**src/rtl/thang_may.sv**
```systemverilog
// Elevator floor-position controller: steps the floor index one floor at a time
// between the programmable bounds min and max, with clamping and a fault hold.
module thang_may #(
    parameter int WIDTH       = 8,
    parameter int STEP_CYCLES = 1
) (
    input  logic             clk,
    input  logic             rst,
    input  logic             sel,
    input  logic             mode,
    input  logic [WIDTH-1:0] min,
    input  logic [WIDTH-1:0] max,
    output logic [WIDTH-1:0] q
);

    localparam int            CW   = (STEP_CYCLES > 1) ? $clog2(STEP_CYCLES) : 1;
    localparam logic [CW-1:0] LAST = CW'(STEP_CYCLES - 1);

    typedef enum logic [2:0] {
        IDLE,
        UP,
        DOWN,
        AT_TOP,
        AT_BOTTOM,
        FAULT
    } state_t;

    state_t           r_state;
    state_t           w_state_next;
    logic [WIDTH-1:0] r_q;
    logic [WIDTH-1:0] w_q_next;
    logic [CW-1:0]    r_cnt;
    logic [CW-1:0]    w_cnt_next;
    logic [CW-1:0]    w_cnt_eff;

    always_ff @(posedge clk or negedge rst) begin
        if (!rst) begin
            r_state <= IDLE;
            r_q     <= '0;
            r_cnt   <= '0;
        end else begin
            r_state <= w_state_next;
            r_q     <= w_q_next;
            r_cnt   <= w_cnt_next;
        end
    end

    always_comb begin
        w_state_next = r_state;
        w_q_next     = r_q;
        w_cnt_next   = '0;
        w_cnt_eff    = '0;
        if (min > max) begin
            w_state_next = FAULT;
        end else if (!sel) begin
            w_state_next = IDLE;
        end else if (mode) begin
            if (r_q < min) begin
                w_q_next     = min;
                w_state_next = UP;
            end else if (r_q < max) begin
                w_state_next = UP;
                // A count carried over from a downward move is discarded.
                w_cnt_eff = (r_state == UP) ? r_cnt : '0;
                if (w_cnt_eff == LAST)
                    w_q_next = r_q + 1'b1;
                else
                    w_cnt_next = w_cnt_eff + 1'b1;
            end else begin
                w_q_next     = max;
                w_state_next = AT_TOP;
            end
        end else begin
            if (r_q > max) begin
                w_q_next     = max;
                w_state_next = DOWN;
            end else if (r_q > min) begin
                w_state_next = DOWN;
                w_cnt_eff = (r_state == DOWN) ? r_cnt : '0;
                if (w_cnt_eff == LAST)
                    w_q_next = r_q - 1'b1;
                else
                    w_cnt_next = w_cnt_eff + 1'b1;
            end else begin
                w_q_next     = min;
                w_state_next = AT_BOTTOM;
            end
        end
    end

    assign q = r_q;

endmodule

```
**config.mk**
```make
export PLATFORM = sky130hd
export DESIGN_NAME = thang_may
export DESIGN_NICKNAME = d
export VERILOG_FILES = /design/src/rtl/thang_may.sv
export SDC_FILE = /design/constraint.sdc
export NUM_CORES = 1
export LEC_CHECK = 0
export ABC_AREA = 0
export CORE_UTILIZATION = 47
export CTS_CLUSTER_SIZE = 24
export DETAILED_ROUTE_END_ITERATION = 10
export GPL_TIMING_DRIVEN = 1
export HOLD_SLACK_MARGIN = 0.06
export PLACE_DENSITY = 0.81
export RECOVER_POWER = 50
export SLEW_MARGIN = 20
export SYNTH_ARGS = -nofsm -noshare
export SYNTH_HDL_FRONTEND = slang
export SYNTH_SLANG_ARGS = --single-unit
```
**constraint.sdc**
```tcl
create_clock -name clk -period 2.7 [get_ports clk]
set_input_delay 0.54 -clock clk [delete_from_list [all_inputs] [get_ports clk]]
set_output_delay 0.54 -clock clk [all_outputs]
set_load 0.02 [all_outputs]
```
# Word level (Yosys, flattened, before mapping)
# Index checks and enable logic that the tools add are counted.
dict set report word_totals {
  reg_bits 12
  output_inout_bits 8
  in_bits 20
}
dict set report classes {
  n_reduce_logical 1
  n_lt_le_gt_ge 5
  eq_ne 4
  n_bitwise 1
  mux 25
  n_addsub 4
}
# cell count
set op_table {}
lappend op_table {{$mux W8} 7}
lappend op_table {{$gt A8 B8 Y1} 3}
lappend op_table {{$lt A8 B8 Y1} 2}
lappend op_table {{$mux W3} 5}
lappend op_table {{$mux W1} 11}
lappend op_table {{$add A8 B1 Y8 const B} 1}
lappend op_table {{$ne A4 B4 Y1 const B} 2}
lappend op_table {{$sub A8 B1 Y8 const B} 1}
lappend op_table {{$mux W2} 2}
lappend op_table {{$reduce_and A4 Y1} 1}
lappend op_table {{$eq A3 B1 Y1 const B} 1}
lappend op_table {{$eq A3 B2 Y1 const B} 1}
lappend op_table {{$add A1 B1 Y1 const B} 2}
lappend op_table {{$not A1 Y1} 1}

# Depth between registers and ports, before layout
dict set report logic_depth {
  depth_word 9
  mapped_depth 9
  mapped_depth_nobuf 8
}

# Worst setup path before layout
# Ideal clock, no wire load.
dict set report synth_path {
  path_kind {register to register}
  start {register r_q[5], in the netlist q[5]}
  end {register r_q[5], in the netlist q[5]}
  required_time_ps 2567
  path_slack_ps 323
  arrival_time_ps 2244
  period_less_slack_ps 2377
  path_stages_with_launch 9
  setup_time_ps 133
  path_cell_list {dfrtp_1 -> ha_1 -> nand4_1 -> nor2_1 -> a211o_2 -> clkbuf_8 -> a21o_1 -> a311oi_1 -> o31ai_1}
}
dict set report synth_between {
  elab_chain_len 5
  word_cells_on_any_way 16
  cone_classes {add/sub (2); order compare (4); eq/ne (2); mux (7); reduce/logical (1)}
}
# element line_no
set synth_rtl {}
lappend synth_rtl {{start: declaration} 30} ;# logic [WIDTH-1:0] r_q;
lappend synth_rtl {{start signal: assignment} 43} ;# r_q <= w_q_next;
lappend synth_rtl {{$sub A8 B1 Y8 / $add A8 B1 Y8 (equally long branches)} {81, 66}}
lappend synth_rtl {{$mux W8 (on tied branches)} {80, 65}}
lappend synth_rtl {{$mux W8 (on tied branches)} {77, 61}}
lappend synth_rtl {{$mux W8 (on tied branches)} {74, 58}}
lappend synth_rtl {{$mux W8} 57} ;# end else if (mode) begin
# Parallel ways exist; a longest one is shown, timed or not. The select of a mux whose other input is x is not followed.
# A chain may end at the register's enable or synchronous reset.

# Final worst setup path
dict set report layout_path {
  start {input min[1]}
  end {register r_q[0], in the netlist q[0]}
}
dict set report layout_between {
  elab_chain_len 4
  word_cells_on_any_way 11
  cone_classes {order compare (3); eq/ne (2); mux (4); bitwise (1); reduce/logical (1)}
}
# element line_no
set layout_rtl {}
lappend layout_rtl {{start: declaration} 11} ;# input logic [WIDTH-1:0] min,
lappend layout_rtl {{$gt A8 B8 Y1} 77} ;# end else if (r_q > min) begin
lappend layout_rtl {{$mux W8} 77}
lappend layout_rtl {{$mux W8} 74} ;# if (r_q > max) begin
lappend layout_rtl {{$mux W8} 57}
# Parallel ways exist; a longest one is shown, timed or not.

==> metrics <==
Mapped Area between 1500 and 2000 µm²; # fillers 284; count of non-filler cells in the finished layout 314; outcome finished with violations; syn avg cell area 8.13 µm²; f_max ~370 MHz; Slew Viols, Final 0; worst vdd ir around 0.45 mV; worst-path cell chain clkdlybuf4s50_1 > inv_1 > ha_1 > nor2b_1 > o211ai_1 > a21oi_2 > nor2_1 > buf_4 > o311ai_1 > a221o_1; synth cell count leaders ha_1, inv_1, nand3_1; n_diodes 0; Final period util 101%; Slew HR between 70% and 80%; kind of start point of the critical path input port; post-route ant nets 0; vias in the first global route around 1,800; Synth Area in XOR/XNOR under 10%; WS Path Type input port to flop; final hold violations 0; WP data required between 2 and 3 ns; fin nets 316; Worst R2R Path Depth 8; Core ar. ~3400 µm²; Starting Density 49.3%; register area ~200 µm²; area share of the largest cell type after synthesis between 10% and 20%; multi-input gate area in the final layout approximately 1300 µm²; Num CTS Buffers 3; area leader, netlist ha_1; Slew @ Worst Pin about 0.38 ns; hold-fix buffers at CTS 0; dpl cells 310; top-count cell post-synth ha_1; main area contributors after synthesis ha_1, dfrtp_1, nand3_1; Synth-to-Final Area Change 38.0%; RSZ-0062 raised after global routing true; sequential area share after synthesis roughly an eighth; Worst EP arrival 2.83 ns; Ports 28; first-pass GRT wire length about 8600 µm; largest family of logic cells by synthesized area compound AO/OA/AOI/OAI gates; EDFF count, synth 0; Synth Warn # 0; hpwl dp approximately 4400 µm; largest fanout on the critical path 3; Leakage ~0.0010 µW; Synth Area in Compound Gates roughly 34%; failing checks setup timing; worst skew pair latency between 0.2 and 0.3 ns; Detailed Routing Iterations Pass 1 5; clock transition at the registers of the reported paths approximately 0.06 ns; count of port buffers added during placement 27; endpoint type of the worst setup path flop; final setup vio count 2; crit-path max cell delay around 0.48 ns; Unique masters post-synth between 40 and 50; Total GRT Usage a little under a third; largest net degree at the start of global routing 14; DRC Markers 0; CTS sink count 8; Hold Path Class input port to async pin; via count ~2,000; layout cells sized above 1 22.8%; mux cell area share after synthesis 0%; min Tclk post-route between 2 and 3 ns; wirelength, routed ~5400 µm; Async S/R FF share, synth between 90% and 100%; initial antenna violation count 0; root buf cell clkbuf_4; pwr dens roughly 960 nW/µm²; routed vias/inst 6.23; Adder-Cell Fraction of Synth Area between 10% and 20%; CTS max path bufs 2; wire per inst around 17 µm; skew final 0.00547 ns; Post-Synth Simple-Gate Area between 15 and 20%; Die Area 3770 µm²; Yosys reg bits 8; CTS tree done; Most used DFF post-synth dfrtp_1; max cap viols 0; die height 61.4 µm; H-tree depth 1; standard-cell row count 21; cell family with most CP delay compound AO/OA/AOI/OAI gates; Mapped Cells approximately 200; critical path depth in cells 10; detailed router's first-iteration violation count approximately 140; Placer Congestion between 0.9 and 1; Synth Net Count 250; post-layout total power ~2200 µW; setup_tns -0.0203 ns; Buf+Inv Stages, Crit Path 3; Overflow after GRT 0; chip width between 60 and 70 µm; final setup margin -0.0166 ns; max reg flops 8; Slowest-stage cell, CP clkdlybuf4s50_1
-- per-layer routing --
metal | vias to the layer above | wire length, µm | track usage (%)
li1 | 932 | - | -
met1 | 903 | 2380 | 44.1
met2 | 104 | 2420 | 48.4
met3 | 16 | 485 | 3.99
met4 | 0 | 104 | 12.4
met5 | - | 0 | 0
-- power breakdown --
| group | internal (µW) | total [µW] | switching, µW |
|---|---|---|---|
| logic | 826 | 1830 | 999 |
| clock network | 50.8 | 90.8 | 40.0 |
| registers | 179 | 283 | 104 |
-- worst paths after layout --
kind,startpoint,endpoint,slack [ns]
worst max-delay path,min[1],q[0],-0.02
worst min register to register,q[7],q[7],0.70
max in group asynchronous,rst,q[0],1.80
worst min-delay path,rst,q[6],0.63
worst max register to register,q[1],q[0],0.23
min in group clk,q[7],q[7],0.70
-- final cells by class --
class / count / area share (%)
multi-input combinational: 169 / 57.3
timing repair buffer: 70 / 27.5
sequential: 8 / 8.74
inverter: 18 / 2.95
tap: 46 / 2.51
clock buffer: 3 / 0.984
-- timing repair --
action,in CTS,in global routing
gates resized for setup,0,7
hold endpoints to repair,0,0
setup buffers,0,0
endpoints found under the setup margin,0,5
-- worst reg2reg max path: stages (launching register included) --
cell and delay (ns):
dfrtp_1 0.56, ha_1 0.32, nor2b_1 0.16, o211ai_1 0.33, a21oi_2 0.12, nor2_1 0.21
buf_4 0.16, o311ai_1 0.13, a221o_1 0.36
-- cell families (layout without fill, tap and decap cells) --
group,after synthesis,in the layout
AND/OR/NAND/NOR,53,53
buffers and inverters,28,91
XOR/XNOR,11,11
flip-flops,8,8
AO/OA/AOI/OAI,78,79
adder cells (fa/ha/maj),26,26
-- per-stage QoR --
step	worst slack [ns]	hold WS, ns	util [%]	instance area, µm²
finish	-0.0166	0.634	68.1	2290
global route	-0.0283	0.667	68.1	2290
CTS	0.0337	0.571	67.1	2260
detailed placement	-0.230	0.676	66.4	2230
global placement	-0.111	0.688	66.4	2230
floorplan	0.323	0.244	-	1660
-- layout by cell type, fill, tap and decap left out, types with 2 or more instances in the layout --
master / netlist / routed
a221o_1: 2 / 2
a211oi_1: 8 / 7
ha_1: 26 / 26
nor2_1: 4 / 3
a21oi_1: 12 / 11
nor3_1: 3 / 3
buf_12: 0 / 3
a21oi_2: 1 / 2
a21o_1: 7 / 7
a31oi_1: 6 / 6
nand4_1: 8 / 8
xor2_1: 9 / 9
clkbuf_4: 0 / 3
o31ai_1: 11 / 11
o21ai_1: 1 / 2
dfrtp_1: 8 / 8
xnor2_1: 2 / 2
o311ai_0: 4 / 3
nor2b_1: 3 / 3
nand3_1: 18 / 17
buf_4: 0 / 40
clkdlybuf4s50_1: 0 / 24
dlygate4sd3_1: 0 / 3
o211ai_1: 3 / 3
nand2_1: 10 / 10
o21ai_0: 10 / 9
a311oi_1: 7 / 7
o21ai_4: 1 / 2
inv_1: 18 / 18
No activity file was read; power rests on OpenSTA's default activity.
